[config.mk]
export PLATFORM = sky130hd
export DESIGN_NAME = spart_tx_cfg
export DESIGN_NICKNAME = d
export VERILOG_FILES = /design/src/rtl/spart_pkg.sv /design/src/rtl/spart_fifo.sv /design/src/rtl/spart_tx_cfg.sv
export SDC_FILE = /design/constraint.sdc
export NUM_CORES = 1
export LEC_CHECK = 0
export BUFFER_PORTS_ARGS = -buffer_cell sky130_fd_sc_hd__clkbuf_2
export CAP_MARGIN = 20
export CORE_MARGIN = 1
export CORE_UTILIZATION = 61
export CTS_CLUSTER_DIAMETER = 60
export DETAILED_ROUTE_END_ITERATION = 10
export PLACE_DENSITY = 0.85
export SYNTH_ARGS = -nofsm -noshare
export SYNTH_HDL_FRONTEND = slang
export SYNTH_SLANG_ARGS = --single-unit
[constraint.sdc]
create_clock -name clk -period 6.5 [get_ports clk]
set_input_delay 0.325 -clock clk [delete_from_list [all_inputs] [get_ports clk]]
set_output_delay 0.325 -clock clk [all_outputs]
set_load 0.01 [all_outputs]
[src/rtl/spart_pkg.sv]
// spart_pkg: shared FSM state and parity-mode encodings for the SPART transmitter
package spart_pkg;

   typedef enum logic [2:0] {IDLE, START, DATA, PARITY, STOP} state_e;

   localparam logic [1:0] PAR_NONE = 2'b00;
   localparam logic [1:0] PAR_EVEN = 2'b01;
   localparam logic [1:0] PAR_ODD  = 2'b10;

   function automatic logic par_en(input logic [1:0] mode);
      return mode == PAR_EVEN || mode == PAR_ODD;
   endfunction

endpackage

[src/rtl/spart_fifo.sv]
// spart_fifo: transmit buffer; full/empty come from the pre-edge occupancy
module spart_fifo #(
   parameter int WIDTH = 8,
   parameter int DEPTH = 4
) (
   input  logic             clk,
   input  logic             rst,
   input  logic             push,
   input  logic             pop,
   input  logic [WIDTH-1:0] din,
   output logic [WIDTH-1:0] dout,
   output logic             full,
   output logic             empty
);
   localparam int AW = $clog2(DEPTH);
   localparam int CW = AW + 1;
   logic [WIDTH-1:0] mem_q [DEPTH];
   logic [WIDTH-1:0] mem_d [DEPTH];
   logic [AW-1:0]    wr_q, wr_d, rd_q, rd_d;
   logic [CW-1:0]    cnt_q, cnt_d;
   logic             do_push, do_pop;
   assign full    = cnt_q == CW'(DEPTH);
   assign empty   = cnt_q == '0;
   assign dout    = mem_q[rd_q];
   assign do_push = push && !full;
   assign do_pop  = pop && !empty;
   // pointers wrap naturally because DEPTH is a power of two
   always_comb begin
      mem_d = mem_q;
      if (do_push) mem_d[wr_q] = din;
      wr_d  = wr_q + AW'(do_push);
      rd_d  = rd_q + AW'(do_pop);
      cnt_d = cnt_q + CW'(do_push) - CW'(do_pop);
   end
   // storage is not cleared on reset; only the pointers define validity
   always_ff @(posedge clk) begin
      mem_q <= mem_d;
      if (rst) begin
         wr_q  <= '0;
         rd_q  <= '0;
         cnt_q <= '0;
      end else begin
         wr_q  <= wr_d;
         rd_q  <= rd_d;
         cnt_q <= cnt_d;
      end
   end
endmodule

[src/rtl/spart_tx_cfg.sv]
// spart_tx_cfg: buffered serial transmitter with per-frame parity and stop-bit configuration
module spart_tx_cfg #(
   parameter int DATA_W     = 8,
   parameter int FIFO_DEPTH = 4
) (
   input  logic              clk,
   input  logic              rst,
   input  logic              baud_clk,
   input  logic              wr_en,
   input  logic [DATA_W-1:0] tx_data,
   input  logic [1:0]        parity_mode,
   input  logic              two_stop,
   output logic              txd,
   output logic              tbr,
   output logic              busy,
   output logic              overflow
);
   import spart_pkg::*;
   localparam int BW = $clog2(DATA_W);
   state_e            state_q, state_d;
   logic [BW-1:0]     bit_q, bit_d;
   logic [DATA_W-1:0] sh_q, sh_d;
   logic              pen_q, pen_d, pbit_q, pbit_d, two_q, two_d, stop_q, stop_d, txd_q, txd_d;
   logic [DATA_W-1:0] head;
   logic              full, empty, push, pop, last_stop;
   spart_fifo #(.WIDTH(DATA_W), .DEPTH(FIFO_DEPTH)) u_fifo (
      .clk   (clk),
      .rst   (rst),
      .push  (push),
      .pop   (pop),
      .din   (tx_data),
      .dout  (head),
      .full  (full),
      .empty (empty)
   );
   assign txd = txd_q;
   // state register: everything clears to an idle, high line
   always_ff @(posedge clk) begin
      if (rst) begin
         state_q <= IDLE;
         bit_q   <= '0;
         sh_q    <= '0;
         pen_q   <= 1'b0;
         pbit_q  <= 1'b0;
         two_q   <= 1'b0;
         stop_q  <= 1'b0;
         txd_q   <= 1'b1;
      end else begin
         state_q <= state_d;
         bit_q   <= bit_d;
         sh_q    <= sh_d;
         pen_q   <= pen_d;
         pbit_q  <= pbit_d;
         two_q   <= two_d;
         stop_q  <= stop_d;
         txd_q   <= txd_d;
      end
   end
   // next state: advance only on baud ticks; a pop loads a fresh frame and latches its config
   always_comb begin
      state_d = state_q;
      bit_d   = bit_q;
      sh_d    = sh_q;
      pen_d   = pen_q;
      pbit_d  = pbit_q;
      two_d   = two_q;
      stop_d  = stop_q;
      txd_d   = txd_q;
      if (baud_clk) begin
         case (state_q)
            START: begin
               txd_d   = sh_q[0];
               sh_d    = sh_q >> 1;
               bit_d   = '0;
               state_d = DATA;
            end
            DATA: begin
               if (bit_q == BW'(DATA_W - 1)) begin
                  txd_d   = pen_q ? pbit_q : 1'b1;
                  state_d = pen_q ? PARITY : STOP;
                  stop_d  = 1'b0;
               end else begin
                  txd_d = sh_q[0];
                  sh_d  = sh_q >> 1;
                  bit_d = bit_q + BW'(1);
               end
            end
            PARITY: begin
               txd_d   = 1'b1;
               state_d = STOP;
               stop_d  = 1'b0;
            end
            STOP: begin
               stop_d  = 1'b1;
               state_d = last_stop ? IDLE : STOP;
            end
            IDLE:    state_d = IDLE;
            default: state_d = IDLE;
         endcase
      end
      if (pop) begin
         state_d = START;
         txd_d   = 1'b0;
         sh_d    = head;
         bit_d   = '0;
         stop_d  = 1'b0;
         pen_d   = par_en(parity_mode);
         pbit_d  = ^head ^ (parity_mode == PAR_ODD);
         two_d   = two_stop;
      end
   end
   // outputs: pop at idle or at the end of the final stop tick; writes and ticks are ignored in reset
   always_comb begin
      last_stop = !two_q || stop_q;
      pop       = baud_clk && !rst && !empty && (state_q == IDLE || (state_q == STOP && last_stop));
      push      = wr_en && !rst;
      overflow  = wr_en && !rst && full;
      tbr       = !full;
      busy      = state_q != IDLE;
   end
endmodule
==> results of run 1 <==
-- Yosys cell counts (all sizes together) --
cell,n,share of area
xnor3,1,0.0087
o22ai,1,0.0024
a32oi,1,0.0034
or3,1,0.0024
clkbuf,4,0.0058
edfxtp,32,0.37
ha,5,0.024
o31ai,1,0.0029
nor3b,5,0.014
a211oi,7,0.034
nor4,1,0.0082
dfxtp,26,0.20
and3b,2,0.0068
nand2b,1,0.0024
nand2,15,0.022
o41ai,1,0.0034
buf,5,0.017
and3,2,0.0048
nor3,1,0.0019
or4,1,0.0043
o221a,1,0.0043
inv,7,0.010
nor2,23,0.033
a22oi,1,0.0029
a21oi,12,0.023
nand3,3,0.0058
xor2,3,0.010
o21ai,6,0.012
xnor2,8,0.030
mux4,8,0.075
nor2b,6,0.014
fa,1,0.0077
or3b,1,0.0043
mux2i,7,0.027
-- worst min-delay path by stage --
stage | end | start | slack (ns)
final | u_fifo.mem_q[26] | tx_data[2] | 0.20
after CTS | u_fifo.mem_q[26] | tx_data[2] | 0.18
after floorplan | u_fifo.mem_q[0] | tx_data[0] | 0.42
after global placement | pbit_q | pbit_q | 0.45
after global routing | u_fifo.mem_q[26] | tx_data[2] | 0.18
after detailed placement | pbit_q | pbit_q | 0.45
-- cell type report --
class / count / share of cell area
Inverter: 7 / 0.009154
Tap cell: 50 / 0.02180
Clock inverter: 7 / 0.01569
Clock buffer: 9 / 0.04316
Sequential cell: 58 / 0.5161
Timing Repair Buffer: 20 / 0.03662
Multi-Input combinational cell: 126 / 0.3575
-- state kept, by name, summed over array words and instances, names as in the netlist --
name,flops
stop_q,1
u_fifo.rd_q,2
two_q,1
sh_q,8
state_q,3
pen_q,1
u_fifo.cnt_q,3
u_fifo.wr_q,2
bit_q,3
u_fifo.mem_q,32
txd,1
pbit_q,1
-- stage by stage --
step	cell area (µm²)	cells	power, W
6_report	2870	277	0.0009210
5_1_grt	2870	277	0.0009682
4_1_cts	2870	277	0.0009314
3_5_place_dp	2701	261	0.0006490
3_3_place_gp	2701	261	0.0006438
2_1_floorplan	2592	200	0.0006146
-- per-layer routing --
layer / wire length [µm] / up-vias
li1: - / 781
met3: 161 / 7
met2: 2093 / 27
met5: 0 / -
met4: 55 / 0
met1: 1841 / 743
-- kinds of logic (layout without fill, tap and decap cells) --
| kind of cell | after synthesis | in the layout | share of synthesized area |
|---|---|---|---|
| muxes | 15 | 15 | 0.1023 |
| DFF | 58 | 58 | 0.5714 |
| AOI/OAI and AO/OA | 31 | 31 | 0.08784 |
| adders and majority gates | 6 | 6 | 0.03185 |
| and+or+nand+nor | 62 | 62 | 0.1250 |
| buffers and inverters | 16 | 43 | 0.03282 |
| xor gates and xnor gates | 12 | 12 | 0.04875 |
-- power breakdown --
part / total [W] / internal, W / leakage (nW) / switching (W)
clock network: 0.000280 / 0.000136 / 0.0791 / 0.000144
registers: 0.000450 / 0.000422 / 0.502 / 0.0000280
logic: 0.000191 / 0.0000983 / 0.503 / 0.0000928
==> flow_metrics.py, run 1 <==
metrics = {
    "power_and_ir_drop": {
        "worst_ir_drop_vdd_mv": 0.2338,
        "power_density_of_the_placed_cells_mw_per_mm2": 320.9,
        "cellLeakagePower_nw": 1.084,
    },
    "sta": {
        "timing.final.setup_violations": 0,
        "slew_headroom": 0.4406,
        "timing.final.hold_violations": 0,
        "timing.clock.skew_ns": 0.007881,
        "timing_worst_slew_pin_value_ns": 0.8320,
        "final.hold.worst_slack_ns": 0.2033,
        "final_max_slew_viol_count": 0,
        "sum_of_negative_setup_slack_ns": 0,
        "unrepaired_setup_endpoints_after_global_routing": "false",
        "achievable-frequency_mhz": 380.8,
        "finalWorstPathRequiredPeriod_ns": 2.626,
        "fin_crit_sh": 0.4040,
        "timing.final.ws_setup_ns": 3.874,
    },
    "die": {
        "die_w_um": 67.19,
        "core_rows": 23,
        "die_area_mm2": 0.004515,
        "initial_standard_cell_utilization_of_the_core": 0.6435,
        "die-height_um": 67.19,
        "boundaryPins": 19,
        "core_mm2": 0.004029,
    },
    "critical_path": {
        "critPathRequiredTime_ns": 6.71,
        "critPathMaxFanout": 21,
        "worst-r2r-setup-slack_ns": 3.87,
        "timing.reg2reg.worst_path_depth": 8,
        "cp_num_cells": 8,
        "setup_crit_end_kind": "flip-flop",
        "data_arrival_time_at_the_worst_slack_endpoint_ns": 2.84,
        "crit_buf_inv": 0,
        "slowest_stage": "or4_4",
        "cp_common_cell": "nand2_1",
        "crit_path_start": "state_q[0]",
        "path_class": "flip-flop to flip-flop",
        "timing.rr.end": "u_fifo.cnt_q[2]",
        "crit_path_start_kind": "flip-flop",
        "critical_path.cell_chain": "or3b_4 -> or4_4 -> nand2_1 -> nand2_1 -> ha_1 -> fa_1 -> xnor2_1 -> nor2_1",
        "kind_of_cell_adding_the_most_delay_to_the_critical_path": "simple AND/OR/NAND/NOR gates",
        "r2r_start": "state_q[0]",
        "worst_path_largest_cell_delay_ns": 0.68,
        "cp_endpoint": "u_fifo.cnt_q[2]",
    },
    "layout": {
        "layout-drive-gt1-share": 0.2247,
        "flow.area_growth_from_synthesis_pct": 10.71,
        "final-seq-area_mm2": 0.001481,
        "multi_input_area_mm2": 0.001026,
        "total_number_of_nets_in_the_final_design": 243,
        "diodes": 0,
        "fillers": 281,
        "leading_cell_types_in_the_layout_fill_and_taps_excluded": "edfxtp_1 (32), dfxtp_1 (26), nor2_1 (23)",
        "post-route-util": 0.7124,
        "mostFrequentLayoutCell": "edfxtp_1",
    },
    "global_routing": {
        "grt_most_used_layer": "met2",
        "grt_pass1_vias": 1440,
        "globalRouteMet1Util": 0.2415,
        "grt_pass1_wl_um": 6555,
        "gr-usage-met3": 0.09122,
        "antenna_found_initial": 0,
        "global_route.overflow_total": 0,
        "global_route.usage.total": 0.2146,
        "grt_max_degree": 22,
        "use_met2": 0.3538,
    },
    "logic_synthesis": {
        "postSynthCellCount": 200,
        "syn_avg_cell_area_um2": 12.96,
        "synth-seq-cells": 58,
        "syn-num-nets": 221,
        "ys.warnings.count": 0,
        "synth_cell_type_count": 38,
        "netlist_area_mm2": 0.002592,
        "synth.yosys.seq_area_share": 0.5714,
    },
    "clock_tree": {
        "post_cts.repair.setup_buffers": 0,
        "ctsRootBufferMaster": "clkbuf_8",
        "hold_buffers": 0,
        "cts_made_buffers": 9,
        "cts.reportedPaths.clkPinSlew_ns": 0.07,
        "tritoncts": "built",
        "clock_path_buffers": 2,
        "worst_skew_pair.late_latency_ns": 0.34,
        "cts.sinks": 58,
        "post_cts_resized": 0,
        "cts.htree.levels": 3,
    },
    "worst_hold_path": {
        "worstHoldPathType": "input pin to flip-flop",
        "hold_path_depth": 1,
    },
    "route": {
        "routed-via-count": 1558,
        "route.detailed.vias_per_inst": 5.625,
        "routedWlPerCell_um": 14.99,
        "drt-pass1-iter-count": 6,
        "postRouteAntennaNets": 0,
        "totalWireLength_um": 4151,
        "dr.first_iter.drc_count": 44,
        "drc_errors": 0,
    },
    "status": {
        "status": "completed",
    },
    "flow_run": {
        "drv.max_cap_violation_count": 0,
    },
    "place": {
        "pre_cts_slack_ns": 3.805,
        "gp_congestion": 0.7275,
        "detailed_place_hpwl_um": 2844,
        "place.port_buffers": 18,
    },
}
Power figures use the tool's default switching activity.
==> run 2, diff against run 1 <==
--- a/config.mk
+++ b/config.mk
@@ -8,10 +8,10 @@
 export BUFFER_PORTS_ARGS = -buffer_cell sky130_fd_sc_hd__clkbuf_2
 export CAP_MARGIN = 20
 export CORE_MARGIN = 1
-export CORE_UTILIZATION = 61
+export CORE_UTILIZATION = 59
 export CTS_CLUSTER_DIAMETER = 60
 export DETAILED_ROUTE_END_ITERATION = 10
-export PLACE_DENSITY = 0.85
+export PLACE_DENSITY = 0.82
 export SYNTH_ARGS = -nofsm -noshare
 export SYNTH_HDL_FRONTEND = slang
 export SYNTH_SLANG_ARGS = --single-unit
==> constraint.sdc (replaced) <==
create_clock -name clk -period 2.8 [get_ports clk]
set_input_delay 0.14 -clock clk [delete_from_list [all_inputs] [get_ports clk]]
set_output_delay 0.14 -clock clk [all_outputs]
set_load 0.01 [all_outputs]
==> flow_metrics.py, run 2 (same netlist as run 1, synthesis figures left out) <==
metrics = {
    "global_routing": {
        "use_met2": 0.3346,
        "antenna_found_initial": 0,
        "grt_most_used_layer": "met2",
        "global_route.usage.total": 0.2036,
        "globalRouteMet1Util": 0.2358,
        "global_route.overflow_total": 0,
        "grt_pass1_wl_um": 6361,
        "grt_max_degree": 21,
        "gr-usage-met3": 0.05000,
        "grt_pass1_vias": 1336,
    },
    "route": {
        "routed-via-count": 1541,
        "drc_errors": 0,
        "dr.first_iter.drc_count": 74,
        "routedWlPerCell_um": 14.52,
        "postRouteAntennaNets": 0,
        "drt-pass1-iter-count": 4,
        "route.detailed.vias_per_inst": 5.484,
        "totalWireLength_um": 4079,
    },
    "clock_tree": {
        "post_cts_resized": 0,
        "worst_skew_pair.late_latency_ns": 0.33,
        "cts.htree.levels": 3,
        "hold_buffers": 0,
        "cts.sinks": 58,
        "post_cts.repair.setup_buffers": 0,
        "clock_path_buffers": 2,
        "ctsRootBufferMaster": "clkbuf_8",
        "cts.reportedPaths.clkPinSlew_ns": 0.07,
        "cts_made_buffers": 9,
        "tritoncts": "built",
    },
    "critical_path": {
        "critPathMaxFanout": 11,
        "r2r_start": "state_q[0]",
        "worst_path_largest_cell_delay_ns": 0.53,
        "path_class": "flip-flop to flip-flop",
        "kind_of_cell_adding_the_most_delay_to_the_critical_path": "simple AND/OR/NAND/NOR gates",
        "crit_path_start_kind": "flip-flop",
        "critical_path.cell_chain": "or3b_4 -> or4_4 -> nand2_1 -> nand2_1 -> ha_1 -> fa_1 -> xnor2_1 -> nor2_1",
        "slowest_stage": "or4_4",
        "critPathRequiredTime_ns": 3.02,
        "data_arrival_time_at_the_worst_slack_endpoint_ns": 2.64,
        "cp_common_cell": "nand2_1",
        "worst-r2r-setup-slack_ns": 0.38,
        "crit_buf_inv": 0,
        "cp_num_cells": 8,
        "timing.rr.end": "u_fifo.cnt_q[2]",
        "setup_crit_end_kind": "flip-flop",
        "timing.reg2reg.worst_path_depth": 8,
    },
    "sta": {
        "final_max_slew_viol_count": 0,
        "sum_of_negative_setup_slack_ns": 0,
        "timing_worst_slew_pin_value_ns": 0.7999,
        "timing.final.setup_violations": 0,
        "unrepaired_setup_endpoints_after_global_routing": "false",
        "slew_headroom": 0.4622,
        "finalWorstPathRequiredPeriod_ns": 2.420,
        "achievable-frequency_mhz": 413.3,
        "timing.clock.skew_ns": 0.005107,
        "fin_crit_sh": 0.8642,
        "timing.final.hold_violations": 0,
    },
    "layout": {
        "fillers": 273,
        "diodes": 0,
        "layout-drive-gt1-share": 0.2381,
        "multi_input_area_mm2": 0.001026,
        "final-seq-area_mm2": 0.001481,
        "mostFrequentLayoutCell": "edfxtp_1",
        "largest_reg_flops": 32,
        "max_flop_register": "u_fifo.mem_q",
        "total_number_of_nets_in_the_final_design": 247,
        "final_cell_count_no_fill": 281,
        "top_regs": "u_fifo.mem_q x32, sh_q x8",
        "flow.area_growth_from_synthesis_pct": 15.54,
        "leading_cell_types_in_the_layout_fill_and_taps_excluded": "edfxtp_1 (32), dfxtp_1 (26), nor2_1 (23)",
    },
    "power_and_ir_drop": {
        "power.total_w": 0.002506,
        "power_density_of_the_placed_cells_mw_per_mm2": 836.7,
        "worst_ir_drop_vdd_mv": 0.7152,
        "cellLeakagePower_nw": 1.152,
    },
    "die": {
        "boundaryPins": 19,
        "core_rows": 23,
        "die_w_um": 68.29,
        "core_mm2": 0.004115,
        "die_area_mm2": 0.004663,
        "die-height_um": 68.29,
        "initial_standard_cell_utilization_of_the_core": 0.6300,
    },
    "status": {
        "status": "completed",
    },
    "place": {
        "gp_congestion": 0.7287,
        "detailed_place_hpwl_um": 2798,
        "placedCellCount": 265,
        "place.port_buffers": 18,
    },
    "flow_run": {
        "drv.max_cap_violation_count": 0,
    },
    "worst_hold_path": {
        "timing.hold.worst_endpoint": "u_fifo.mem_q[7]",
        "hold_path_depth": 1,
        "worstHoldPathType": "input pin to flip-flop",
        "worst_hold_startpoint": "tx_data[7]",
    },
}
run 2: worst reg2reg max path, cell delays in order, from the launching register on:
cell     delay [ns]
dfxtp_1        0.40
or3b_4         0.46
or4_4          0.53
nand2_1        0.08
nand2_1        0.05
ha_1           0.19
fa_1           0.38
xnor2_1        0.16
nor2_1         0.06
run 2: final cells by class:
| type | instances | share of cell area |
|---|---|---|
| clock inverters | 7 | 0.04678 |
| well taps | 50 | 0.02089 |
| repair buffers | 24 | 0.04511 |
| flip-flops and latches | 58 | 0.4946 |
| multi-input cells | 126 | 0.3425 |
| clock buffers | 9 | 0.04135 |
| inverters | 7 | 0.008772 |
run 2: stage by stage:
step	setup slack [ns]	cell area, µm²	hold WS, ns	util
floorplan	0.4201	2592	0.2389	-
global placement	0.4388	2731	0.3566	0.6637
global route	0.3071	2995	0.01496	0.7279
CTS	0.3848	2995	0.007631	0.7279
finish	0.3802	2995	0.02356	0.7279
detailed placement	0.4025	2731	0.3609	0.6637
run 2: layer usage:
layer	wire length [µm]	vias up
met5	0	-
met4	93	0
met2	2029	32
met1	1837	717
li1	-	782
met3	119	10
run 2: power breakdown:
part	internal, W	switching [W]
logic	0.000235	0.000212
clock network	0.000681	0.000332
registers	0.000980	0.0000662
total	0.00190	0.000611
run 2: worst max-delay path by stage:
stage	startpoint	endpoint	slack (ns)
global route	state_q[0]	u_fifo.cnt_q[2]	0.31
floorplan	state_q[0]	u_fifo.cnt_q[2]	0.42
global placement	state_q[0]	u_fifo.cnt_q[2]	0.44
CTS	state_q[0]	u_fifo.cnt_q[2]	0.38
finish	state_q[0]	u_fifo.cnt_q[2]	0.38
detailed placement	state_q[0]	u_fifo.cnt_q[2]	0.40
==> run 3, diff against run 2 <==
--- a/config.mk
+++ b/config.mk
@@ -8,10 +8,10 @@
 export BUFFER_PORTS_ARGS = -buffer_cell sky130_fd_sc_hd__clkbuf_2
 export CAP_MARGIN = 20
 export CORE_MARGIN = 1
-export CORE_UTILIZATION = 59
+export CORE_UTILIZATION = 40
 export CTS_CLUSTER_DIAMETER = 60
 export DETAILED_ROUTE_END_ITERATION = 10
-export PLACE_DENSITY = 0.82
+export PLACE_DENSITY = 0.61
 export SYNTH_ARGS = -nofsm -noshare
 export SYNTH_HDL_FRONTEND = slang
 export SYNTH_SLANG_ARGS = --single-unit
==> constraint.sdc (replaced) <==
create_clock -name clk -period 2.5 [get_ports clk]
set_input_delay 0.125 -clock clk [delete_from_list [all_inputs] [get_ports clk]]
set_output_delay 0.125 -clock clk [all_outputs]
set_load 0.01 [all_outputs]
==> flow_metrics.py, run 3 (same netlist as run 1, synthesis figures left out) <==
metrics = {
    "global_routing": {
        "grt_max_degree": 21,
        "antenna_found_initial": 0,
        "global_route.usage.total": 0.1516,
        "grt_pass1_wl_um": 7127,
        "grt_pass1_vias": 1518,
        "global_route.overflow_total": 0,
    },
    "sta": {
        "timing_worst_slew_pin_value_ns": 0.5523,
        "timing.clock.skew_ns": 0.007301,
        "sum_of_negative_setup_slack_ns": 0,
        "final_max_slew_viol_count": 0,
        "final.hold.worst_slack_ns": 0.01332,
        "timing.final.ws_setup_ns": 0.2160,
        "slew_headroom": 0.6290,
        "timing.final.hold_violations": 0,
        "achievable-frequency_mhz": 437.8,
        "timing.final.setup_violations": 0,
        "fin_crit_sh": 0.9136,
        "finalWorstPathRequiredPeriod_ns": 2.284,
        "unrepaired_setup_endpoints_after_global_routing": "false",
    },
    "place": {
        "gp_congestion": 0.7498,
        "place_area_mm2": 0.002793,
        "detailed_place_hpwl_um": 2941,
        "place.port_buffers": 18,
        "pre_cts_slack_ns": 0.2303,
    },
    "layout": {
        "mostFrequentLayoutCell": "edfxtp_1",
        "top_regs": "u_fifo.mem_q x32, sh_q x8",
        "finalInstanceArea_mm2": 0.003040,
        "leading_cell_types_in_the_layout_fill_and_taps_excluded": "edfxtp_1 (32), dfxtp_1 (26), nor2_1 (23)",
        "total_number_of_nets_in_the_final_design": 253,
        "post-route-util": 0.4988,
        "largest_reg_flops": 32,
        "layout-drive-gt1-share": 0.2532,
        "flow.area_growth_from_synthesis_pct": 17.28,
        "max_flop_register": "u_fifo.mem_q",
        "diodes": 0,
    },
    "route": {
        "wirelength_met1_um": 2045,
        "drc_errors": 0,
        "totalWireLength_um": 4351,
        "drt-pass1-iter-count": 4,
        "highest_layer": "met4",
        "routedWlPerCell_um": 13.95,
        "dr_wl_met2_um": 2087,
        "routed-via-count": 1560,
        "route.detailed.vias_per_inst": 5.000,
        "dr.first_iter.drc_count": 84,
        "met3RoutedLength_um": 121,
        "postRouteAntennaNets": 0,
    },
    "power_and_ir_drop": {
        "worst_ir_drop_vdd_mv": 0.4981,
        "cellLeakagePower_nw": 1.168,
        "power_density_of_the_placed_cells_mw_per_mm2": 872.7,
    },
    "status": {
        "status": "completed",
    },
    "clock_tree": {
        "cts.reportedPaths.clkPinSlew_ns": 0.07,
        "clock_path_buffers": 2,
        "cts.sinks": 58,
        "tritoncts": "built",
        "ctsRootBufferMaster": "clkbuf_8",
        "worst_skew_pair.late_latency_ns": 0.33,
        "cts.htree.levels": 3,
        "cts_made_buffers": 9,
        "post_cts.repair.setup_buffers": 0,
    },
    "critical_path": {
        "critical_path.cell_chain": "or3b_4 -> or4_4 -> nand2_1 -> nand2_1 -> ha_1 -> fa_1 -> xnor2_1 -> nor2_1",
        "timing.reg2reg.worst_path_depth": 8,
        "path_class": "flip-flop to flip-flop",
        "worst_path_largest_cell_delay_ns": 0.53,
        "critPathRequiredTime_ns": 2.73,
        "slowest_stage": "or4_4",
        "timing.rr.end": "u_fifo.cnt_q[2]",
        "critPathMaxFanout": 3,
        "r2r_start": "state_q[0]",
        "data_arrival_time_at_the_worst_slack_endpoint_ns": 2.51,
        "worst-r2r-setup-slack_ns": 0.22,
        "cp_common_cell": "nand2_1",
        "setup_crit_end_kind": "flip-flop",
        "crit_path_start_kind": "flip-flop",
    },
    "flow_run": {
        "drv.max_cap_violation_count": 0,
    },
    "worst_hold_path": {
        "timing.hold.worst_endpoint": "u_fifo.mem_q[9]",
        "worstHoldPathType": "input pin to flip-flop",
        "hold_path_depth": 1,
        "worst_hold_startpoint": "tx_data[1]",
    },
    "die": {
        "core_mm2": 0.006096,
        "boundaryPins": 19,
        "die_w_um": 82.51,
        "die_area_mm2": 0.006807,
        "initial_standard_cell_utilization_of_the_core": 0.4253,
        "core_rows": 28,
        "die-height_um": 82.51,
    },
}
[run 3: cell count changes in the layout (fill, tap and decap cells not counted)]
cell and change:
clkinv_1 -1, dlygate4sd3_1 +2, buf_4 +4, clkinvlp_4 -1, inv_6 -1, clkinv_4 +5, bufinv_16 -2
[run 3: critical path, delay by kind of cell (launching register included)]
kind	cells	cell delay, ns
flops	1	0.31
fa+ha+maj	2	0.56
xor+xnor	1	0.17
simple gates	5	1.13
[run 3: routing by layer]
layer	GRT usage	vias up
li1	-	797
met1	0.1703	732
met4	0.1034	0
met2	0.2545	21
met3	0.03626	10
met5	0	-
[run 3: metrics by stage]
step / std cells / power [W]
floorplan: 200 / 0.001598
global placement: 294 / 0.001711
detailed placement: 294 / 0.001717
CTS: 312 / 0.002685
global route: 312 / 0.002788
finish: 312 / 0.002653
[run 3: final cells by class]
class | instances | area, µm²
clock inverters | 7 | 103.9
repair buffers | 30 | 185.2
flip-flops and latches | 58 | 1481
fillers | 576 | 3055
well taps | 75 | 93.84
multi-input cells | 126 | 1026
clock buffers | 9 | 123.9
inverters | 7 | 26.28
[run 3: worst max path at each step]
| stage | from | to | slack (ns) | cells past startpoint |
|---|---|---|---|---|
| finish | state_q[0] | u_fifo.cnt_q[2] | 0.22 | 8 |
| detailed placement | state_q[0] | u_fifo.cnt_q[2] | 0.23 | 8 |
| CTS | state_q[0] | u_fifo.cnt_q[2] | 0.21 | 8 |
| global route | state_q[0] | u_fifo.cnt_q[2] | 0.09 | 8 |
| global placement | state_q[0] | u_fifo.cnt_q[2] | 0.24 | 8 |
| floorplan | state_q[0] | u_fifo.cnt_q[2] | 0.12 | 9 |
[run 3: where the power goes]
group | internal, W | leakage [nW] | switching (W)
registers | 0.00110 | 0.502 | 0.0000480
clock network | 0.000569 | 0.114 | 0.000391
logic | 0.000280 | 0.552 | 0.000270
[run 3: timing repair]
action                                 in CTS  in global routing
hold buffers                                2                  0
endpoints found under the hold margin       8                  0
resized for setup                           0                  0
